===== src/rtl/vga_fb_arbiter.sv =====
// vga_fb_arbiter: shares a single-port pixel framebuffer between display
// scan-out (absolute priority during the active area) and a pixel writer
// whose requests are buffered in a small FIFO and drained on blanking cycles.
// Optional build macro VGA_FB_STALL_STAT_EN adds the stall_count output.
module vga_fb_arbiter #(
  parameter int H_SIZE     = 800,
  parameter int V_SIZE     = 600,
  parameter int ADDR_W     = 19,
  parameter int FIFO_DEPTH = 4
) (
  input  logic              clk,
  input  logic              reset,
  input  logic [10:0]       h_count,
  input  logic [9:0]        v_count,
  input  logic              wr_valid,
  output logic              wr_ready,
  input  logic [ADDR_W-1:0] wr_addr,
  input  logic [2:0]        wr_data,
  output logic              mem_en,
  output logic              mem_we,
  output logic [ADDR_W-1:0] mem_addr,
  output logic [2:0]        mem_wdata,
  input  logic [2:0]        mem_rdata,
  output logic [2:0]        rgb
`ifdef VGA_FB_STALL_STAT_EN
  ,
  output logic [15:0]       stall_count
`endif
);

  localparam int                PTR_W    = $clog2(FIFO_DEPTH);
  localparam logic [10:0]       H_LIM    = 11'(H_SIZE);
  localparam logic [9:0]        V_LIM    = 10'(V_SIZE);
  localparam logic [ADDR_W-1:0] LAST_PIX = ADDR_W'(H_SIZE * V_SIZE - 1);
  localparam logic [PTR_W:0]    CNT_FULL = (PTR_W + 1)'(FIFO_DEPTH);
  localparam logic [PTR_W:0]    CNT_ONE  = (PTR_W + 1)'(1);
  localparam logic [PTR_W-1:0]  PTR_ONE  = PTR_W'(1);

  typedef enum logic [1:0] {
    GR_IDLE  = 2'd0,
    GR_SCAN  = 2'd1,
    GR_WRITE = 2'd2
  } grant_t;

  grant_t            w_grant;
  logic              w_active;
  logic              w_push;
  logic              w_pop;
  logic [ADDR_W-1:0] r_pix_addr;
  logic              r_rd_v;
  logic [2:0]        r_rgb;
  logic [PTR_W:0]    r_count;
  logic [PTR_W-1:0]  r_wr_ptr;
  logic [PTR_W-1:0]  r_rd_ptr;
  logic [ADDR_W-1:0] r_fifo_addr [FIFO_DEPTH];
  logic [2:0]        r_fifo_data [FIFO_DEPTH];

  assign w_active = (h_count < H_LIM) && (v_count < V_LIM);
  assign wr_ready = (r_count != CNT_FULL);
  assign w_push   = wr_valid && wr_ready;
  assign w_pop    = (w_grant == GR_WRITE);
  assign rgb      = r_rgb;

  // Per-cycle grant and memory port drive; everything idles while in reset.
  always_comb begin
    w_grant   = GR_IDLE;
    mem_en    = 1'b0;
    mem_we    = 1'b0;
    mem_addr  = '0;
    mem_wdata = '0;
    if (!reset) begin
      if (w_active) begin
        w_grant = GR_SCAN;
      end else if (r_count != '0) begin
        w_grant = GR_WRITE;
      end
    end
    case (w_grant)
      GR_SCAN: begin
        mem_en   = 1'b1;
        mem_addr = r_pix_addr;
      end
      GR_WRITE: begin
        mem_en    = 1'b1;
        mem_we    = 1'b1;
        mem_addr  = r_fifo_addr[r_rd_ptr];
        mem_wdata = r_fifo_data[r_rd_ptr];
      end
      default: begin
        mem_en = 1'b0;
      end
    endcase
  end

  // Scan address: advances on active cycles, restarts at every vertical blank.
  always_ff @(posedge clk or posedge reset) begin
    if (reset) begin
      r_pix_addr <= '0;
    end else if (v_count >= V_LIM) begin
      r_pix_addr <= '0;
    end else if (w_active) begin
      r_pix_addr <= (r_pix_addr == LAST_PIX) ? '0 : r_pix_addr + ADDR_W'(1);
    end
  end

  // Two-stage read pipeline: issue -> RAM output -> rgb register.
  always_ff @(posedge clk or posedge reset) begin
    if (reset) begin
      r_rd_v <= 1'b0;
      r_rgb  <= '0;
    end else begin
      r_rd_v <= (w_grant == GR_SCAN);
      r_rgb  <= r_rd_v ? mem_rdata : 3'b000;
    end
  end

  // FIFO occupancy and pointers; reset discards anything queued.
  always_ff @(posedge clk or posedge reset) begin
    if (reset) begin
      r_count  <= '0;
      r_wr_ptr <= '0;
      r_rd_ptr <= '0;
    end else begin
      if (w_push) r_wr_ptr <= r_wr_ptr + PTR_ONE;
      if (w_pop)  r_rd_ptr <= r_rd_ptr + PTR_ONE;
      case ({w_push, w_pop})
        2'b10:   r_count <= r_count + CNT_ONE;
        2'b01:   r_count <= r_count - CNT_ONE;
        default: r_count <= r_count;
      endcase
    end
  end

  // FIFO storage; contents are only meaningful below the occupancy count.
  always_ff @(posedge clk) begin
    if (w_push) begin
      r_fifo_addr[r_wr_ptr] <= wr_addr;
      r_fifo_data[r_wr_ptr] <= wr_data;
    end
  end

`ifdef VGA_FB_STALL_STAT_EN
  logic [15:0] r_stall;
  assign stall_count = r_stall;

  // Saturating count of refused writer cycles, cleared once per frame.
  always_ff @(posedge clk or posedge reset) begin
    if (reset) begin
      r_stall <= '0;
    end else if ((v_count == V_LIM) && (h_count == '0)) begin
      r_stall <= '0;
    end else if (wr_valid && !wr_ready && (r_stall != '1)) begin
      r_stall <= r_stall + 16'd1;
    end
  end
`endif

endmodule


===== config.mk =====
export PLATFORM = sky130hd
export DESIGN_NAME = vga_fb_arbiter
export DESIGN_NICKNAME = d
export VERILOG_FILES = /design/src/rtl/vga_fb_arbiter.sv
export SDC_FILE = /design/constraint.sdc
export NUM_CORES = 1
export LEC_CHECK = 0
export ABC_AREA = 1
export BUFFER_PORTS_ARGS = -buffer_cell sky130_fd_sc_hd__buf_2
export CAP_MARGIN = 25
export CORE_MARGIN = 4
export CORE_UTILIZATION = 57
export CTS_CLUSTER_SIZE = 40
export DETAILED_ROUTE_END_ITERATION = 10
export HOLD_SLACK_MARGIN = 0.06
export PLACE_DENSITY_LB_ADDON = 0.2
export REMOVE_ABC_BUFFERS = 1
export SLEW_MARGIN = 20
export SYNTH_ARGS = -nofsm -noshare
export SYNTH_HDL_FRONTEND = slang
export SYNTH_SLANG_ARGS = --single-unit

===== constraint.sdc =====
create_clock -name clk -period 2.69 [get_ports clk]
set_clock_uncertainty 0.1 [all_clocks]
set_input_delay 0.269 -clock clk [delete_from_list [all_inputs] [get_ports clk]]
set_output_delay 0.269 -clock clk [all_outputs]
set_load 0.005 [all_outputs]

### After elaboration in Yosys (flattened, before gate mapping)

Memories as Yosys holds them, arrays and structs flattened.
Index checks and enable logic that the tools add are counted.

* register bits: 30
* RAM bits: 88
* input bits: 49
* word-level logic and storage cells: 42
* memories: 2

Memories
* r_fifo_addr: depth 4, bits a word 19, rd ports 1, clocked after memory_dff 0, write ports 1, line 55 `logic [ADDR_W-1:0] r_fifo_addr [FIFO_DEPTH];`
* r_fifo_data: depth 4, bits a word 3, rd ports 1, clocked after memory_dff 0, write ports 1, line 56 `logic [2:0] r_fifo_data [FIFO_DEPTH];`

* add/sub/neg operators: 5
* order comparisons: 3
* equal/unequal tests: 6
* mux-type cells: 14
* reductions and logical operators: 6

Operators with widths (number)
* $mux 19: 3
* $pmux 19 s2: 1
* $add 19x1->19 const B: 1
* $eq 19x19->1 const B: 1
* $lt 11x10->1 const B: 1
* $ge 10x10->1 const B: 1
* $lt 10x10->1 const B: 1
* $mux 2: 3
* $mux 3: 2
* $pmux 3 s2: 1
* $add 2x1->2 const B: 2
* $eq 2x1->1 const B: 2
* $eq 2x2->1 const B: 2
* $mux 1: 4
* $reduce_bool 2->1: 2
* $add 3x1->3 const B: 1
* $ne 3x3->1 const B: 1
* $reduce_bool 3->1: 1
* $sub 3x1->3 const B: 1
* $logic_and 1x1->1: 2
* $reduce_or 2->1: 1

### Longest topological paths before layout

* depth after elaboration: 7
* gate-level depth with buffers: 13

### Worst setup path before layout

OpenSTA, ideal clock, no wires.

* path kind: input to register
* start: input reset
* end: register r_count[2]
* data arrival time: 2565 ps
* required time: 2466 ps
* path slack: -100 ps
* stages: 10
* buffers on the path: 1
* cell sequence: inv_1 > o31ai_1 > nor2_2 > buf_2 > ha_1 > inv_1 > fa_1 > a21oi_1 > o21ai_0 > xnor2_1

* longest elaborated chain between the ends: 4
* elaborated cells on any way between the ends: 6

Ends and longest elaborated chain
* start, declared: line 12 `input logic reset,`
* $mux 2 (*): line 71 `if (!reset) begin`
* $eq 2x2->1 (*): line 61 `assign w_pop = (w_grant == GR_WRITE);`
* $eq 2x1->1 or $eq 2x2->1 (tied branches): line 126 `case ({w_push, w_pop})`
* $pmux 3 s2 or $reduce_bool 2->1 (tied branches)
* end signal, assigned: line 127 `2'b10: r_count <= r_count + CNT_ONE;`
* end signal, assigned: line 128 `2'b01: r_count <= r_count - CNT_ONE;`
* end signal, assigned: line 129 `default: r_count <= r_count;`
* end, declared: line 52 `logic [PTR_W:0] r_count;`

Mark *: on every way between the ends. The rest lies on a longest branch, timed or not.
A chain may end at the register's enable or synchronous reset.

### Final worst setup path

* start: register r_rd_ptr[0]
* end: output mem_addr[15]

* longest elaborated chain between the ends: 2

Ends and longest elaborated chain
* start, declared: line 54 `logic [PTR_W-1:0] r_rd_ptr;`
* start signal, assigned: line 125 `if (w_pop) r_rd_ptr <= r_rd_ptr + PTR_ONE;`
* $mem_v2 4x19
* $pmux 19 s2: line 78 `case (w_grant)`
* end, declared: line 21 `output logic [ADDR_W-1:0] mem_addr,`

No other way between the ends.

==> results.yml <==
floorplan:
  core_mm2: 0.00920
  die_h_um: 105
  initial_core_util_pct: 58.3
  pin_count: 77
  core.rowCount: 35
  fp.dieArea_mm2: 0.0110
  dieWidth_um: 105
power_and_ir_drop:
  power.density_mw_per_mm2: 930
  peakVddDrop_mv: 0.571
  switching_power_w: 0.00206
  pwr-share-seq_pct: 39.6
  p_int_w: 0.00414
  switching_share_pct: 33.3
  combPwrFrac_pct: 27.0
  leakagePower_nw: 2.77
  pwr-share-clk_pct: 33.4
route:
  vias: 4232
  totalWireLength_mm: 12.6
  drt-vias-per-instance: 5.54
  firstDrtPassIters: 5
  drtIter0Drc: 422
  wl_per_cell_um: 16.5
  postRouteAntennaNets: 0
  drc: 0
layout:
  utilization_pct: 72.5
  fillers: 644
  multiInputGateArea_mm2: 0.00169
  area_growth_pct: 24.5
  antenna_cells: 0
  fin_nets: 696
  drive_gt1_share_pct: 20.2
  seq_area_mm2: 0.00339
critical_path:
  crit_family: "flip-flops"
  critPathMaxFanout: 32
  cp-end-kind: "output pin"
  r2r_cells: 9
  crit_top_cell: "o21ai_0"
  slowest_stage: "dfrtp_2"
  worstSetupPathType: "reg2out"
  startpoint_type: "flip-flop"
  path_buf_inv: 2
  crit_required_ps: 2320
  slowest_delay_ps: 560
  cp.arrival_ps: 2100
  path_cells: "buf_6 -> o21ai_0 -> o22ai_1 -> nand2_1 -> o21ai_0 -> buf_2"
  critical_path_depth: 6
placed_design:
  hpwl_mm: 7.73
  gp_congestion: 0.947
  port_buffers: 68
synthesis:
  netlist_area_mm2: 0.00536
  synth_edf_count: 88
  ys_dominant_reg_cell: "edfxtp_1"
  yosys.area.top_type: "edfxtp_1"
  ys_ff_latch: 118
  synth_top_area_share_pct: 49.3
  ys_async_sr_fraction_pct: 25.4
  postSynthCellCount: 535
  synth_most_common_cell: "nand2_1"
  synthTopCellsByArea: "edfxtp_1, dfrtp_1, nand2_1"
  syn_avg_cell_area_um2: 10.0
  synth_warnings: 0
  ys_seq_area_share_pct: 63.3
  synth_cell_types: 30
  synth_common_cells: "nand2_1, edfxtp_1, nor2_1"
timing:
  slew_viol_final: 0
  grt_setup_unrepaired: "no"
  finalSetupViolations: 0
  clock.fmax_ghz: 0.405
  maxSlewHeadroom_pct: 55.8
  fin_tns_setup_ps: 0
  hold_violations: 0
  finalCritPeriodShare_pct: 91.8
  fin_crit_ps: 2470
  tightestPinTransition_ps: 658
clock_network:
  cts.htree.levels: 4
  cts_sinks: 118
  path_clk_slew_ps: 60
  cts_max_path_buffers: 2
  cts_root_buffer: "clkbuf_8"
  cts_buffers: 17
  insertion_delay_ps: 510
  cts_tree: "built"
  cts_setup_buffers: 0
grt:
  grt.total_usage_pct: 24.0
  antenna_found_initial: 0
  grt_pass1_wl_mm: 20.6
  grt-ovfl-total: 0
  first_global_vias: 4287
  grt_max_degree: 34
status:
  status: "finished, final reports clean"
worst_hold_path:
  hold_path_depth: 6
  hold_path.class: "in2reg"
run:
  max_cap_violations: 0
-- metal layers --
metal,global-route usage [%],vias up,share of wire (%)
li1,-,2035,-
met4,9.84,0,2.1
met3,6.30,21,6.7
met1,29.5,1999,41
met2,40.4,177,50
met5,0,-,0
-- worst paths after layout --
kind,start,endpoint,slack (ps)
max,r_rd_ptr[0]$_DFFE_PP0N_,mem_addr[15],220
min,v_count[7],r_pix_addr[11]$_DFFE_PP0P_,110
max reg2reg,r_count[0]$_DFFE_PP0P_,r_count[2]$_DFFE_PP0P_,480
min reg2reg,r_rd_v$_DFF_PP0_,rgb[1]$_DFF_PP0_,410
max in group asynchronous,reset,r_rd_ptr[0]$_DFFE_PP0N_,2000
min in group asynchronous,reset,rgb[1]$_DFF_PP0_,250
-- per-stage QoR --
| step | setup WS, ps | hold slack, ps | area [um2] | std cells | power, W |
|---|---|---|---|---|---|
| floorplan | -338 | 268 | 5260 | 516 | 0.00341 |
| global placement | 570 | 243 | 5850 | 706 | 0.00402 |
| detailed placement | 501 | 245 | 5850 | 706 | 0.00409 |
| CTS | 10.5 | 103 | 6660 | 764 | 0.00619 |
| global route | 56.8 | 133 | 6670 | 764 | 0.00655 |
| finish | 221 | 112 | 6670 | 764 | 0.00620 |
-- layout make-up --
class                   instances  share of cell area (%)
inverters                      52                    2.96
multi-input cells             346                    25.4
well taps                     111                    2.08
repair buffers                105                    10.5
flip-flops and latches        118                    50.9
clock buffers                  18                    6.27
clock inverters                14                    1.93
-- sequential cells by signal, indices dropped and copies added (netlist names) --
name         flops
r_wr_ptr         2
r_pix_addr      19
r_rd_v           1
r_count          3
r_fifo_data     12
r_fifo_addr     76
rgb              3
r_rd_ptr         2
-- cells by family (layout without fill, tap and decap cells) --
| kind of cell | Yosys count | in the layout | synth area share [%] |
|---|---|---|---|
| and+or+nand+nor | 232 | 232 | 18.6 |
| DFF | 118 | 118 | 63.3 |
| AOI/OAI and AO/OA | 101 | 101 | 9.93 |
| buffers and inverters | 71 | 189 | 5.39 |
| adders and majority gates | 7 | 7 | 1.77 |
| xor gates and xnor gates | 6 | 6 | 0.981 |
-- cell usage in the layout (no fill, tap or decap), drive strengths merged, types with 2 or more instances in the layout --
cell type,synthesis,routed
dfrtp,30,30
nor3,7,7
a21oi,13,13
edfxtp,88,88
dlygate4sd3,0,26
nor2,91,91
o22ai,19,19
ha,6,6
nand3,23,23
nand2,99,99
clkinvlp,0,5
xnor2,2,2
inv,52,55
buf,10,79
clkbuf,9,18
xor2,4,4
o21ai,68,68
nand4,11,11
clkinv,0,5
-- worst register-to-register path, stage by stage, from the launching register on --
cell,delay (ps)
dfrtp_1,400
inv_1,110
nand3_1,100
nand2_1,310
ha_1,220
inv_1,70
fa_1,380
a21oi_1,140
o21ai_0,120
xnor2_1,150
-- timing repair --
action | 4_1_cts | 5_1_grt
hold buffers | 26 | 0
endpoints found under the hold margin | 121 | 0
gates resized for setup | 0 | 5
setup endpoints to repair | 0 | 20
-- power groups by stage --
stage / logic, W / clock network (W) / registers [W]
CTS: 0.00166 / 0.00209 / 0.00244
global placement: 0.00156 / 0 / 0.00246
floorplan: 0.000899 / 0 / 0.00251
finish: 0.00168 / 0.00207 / 0.00246
global route: 0.00188 / 0.00220 / 0.00248
detailed placement: 0.00162 / 0 / 0.00247
Power figures use the tool's default switching activity.
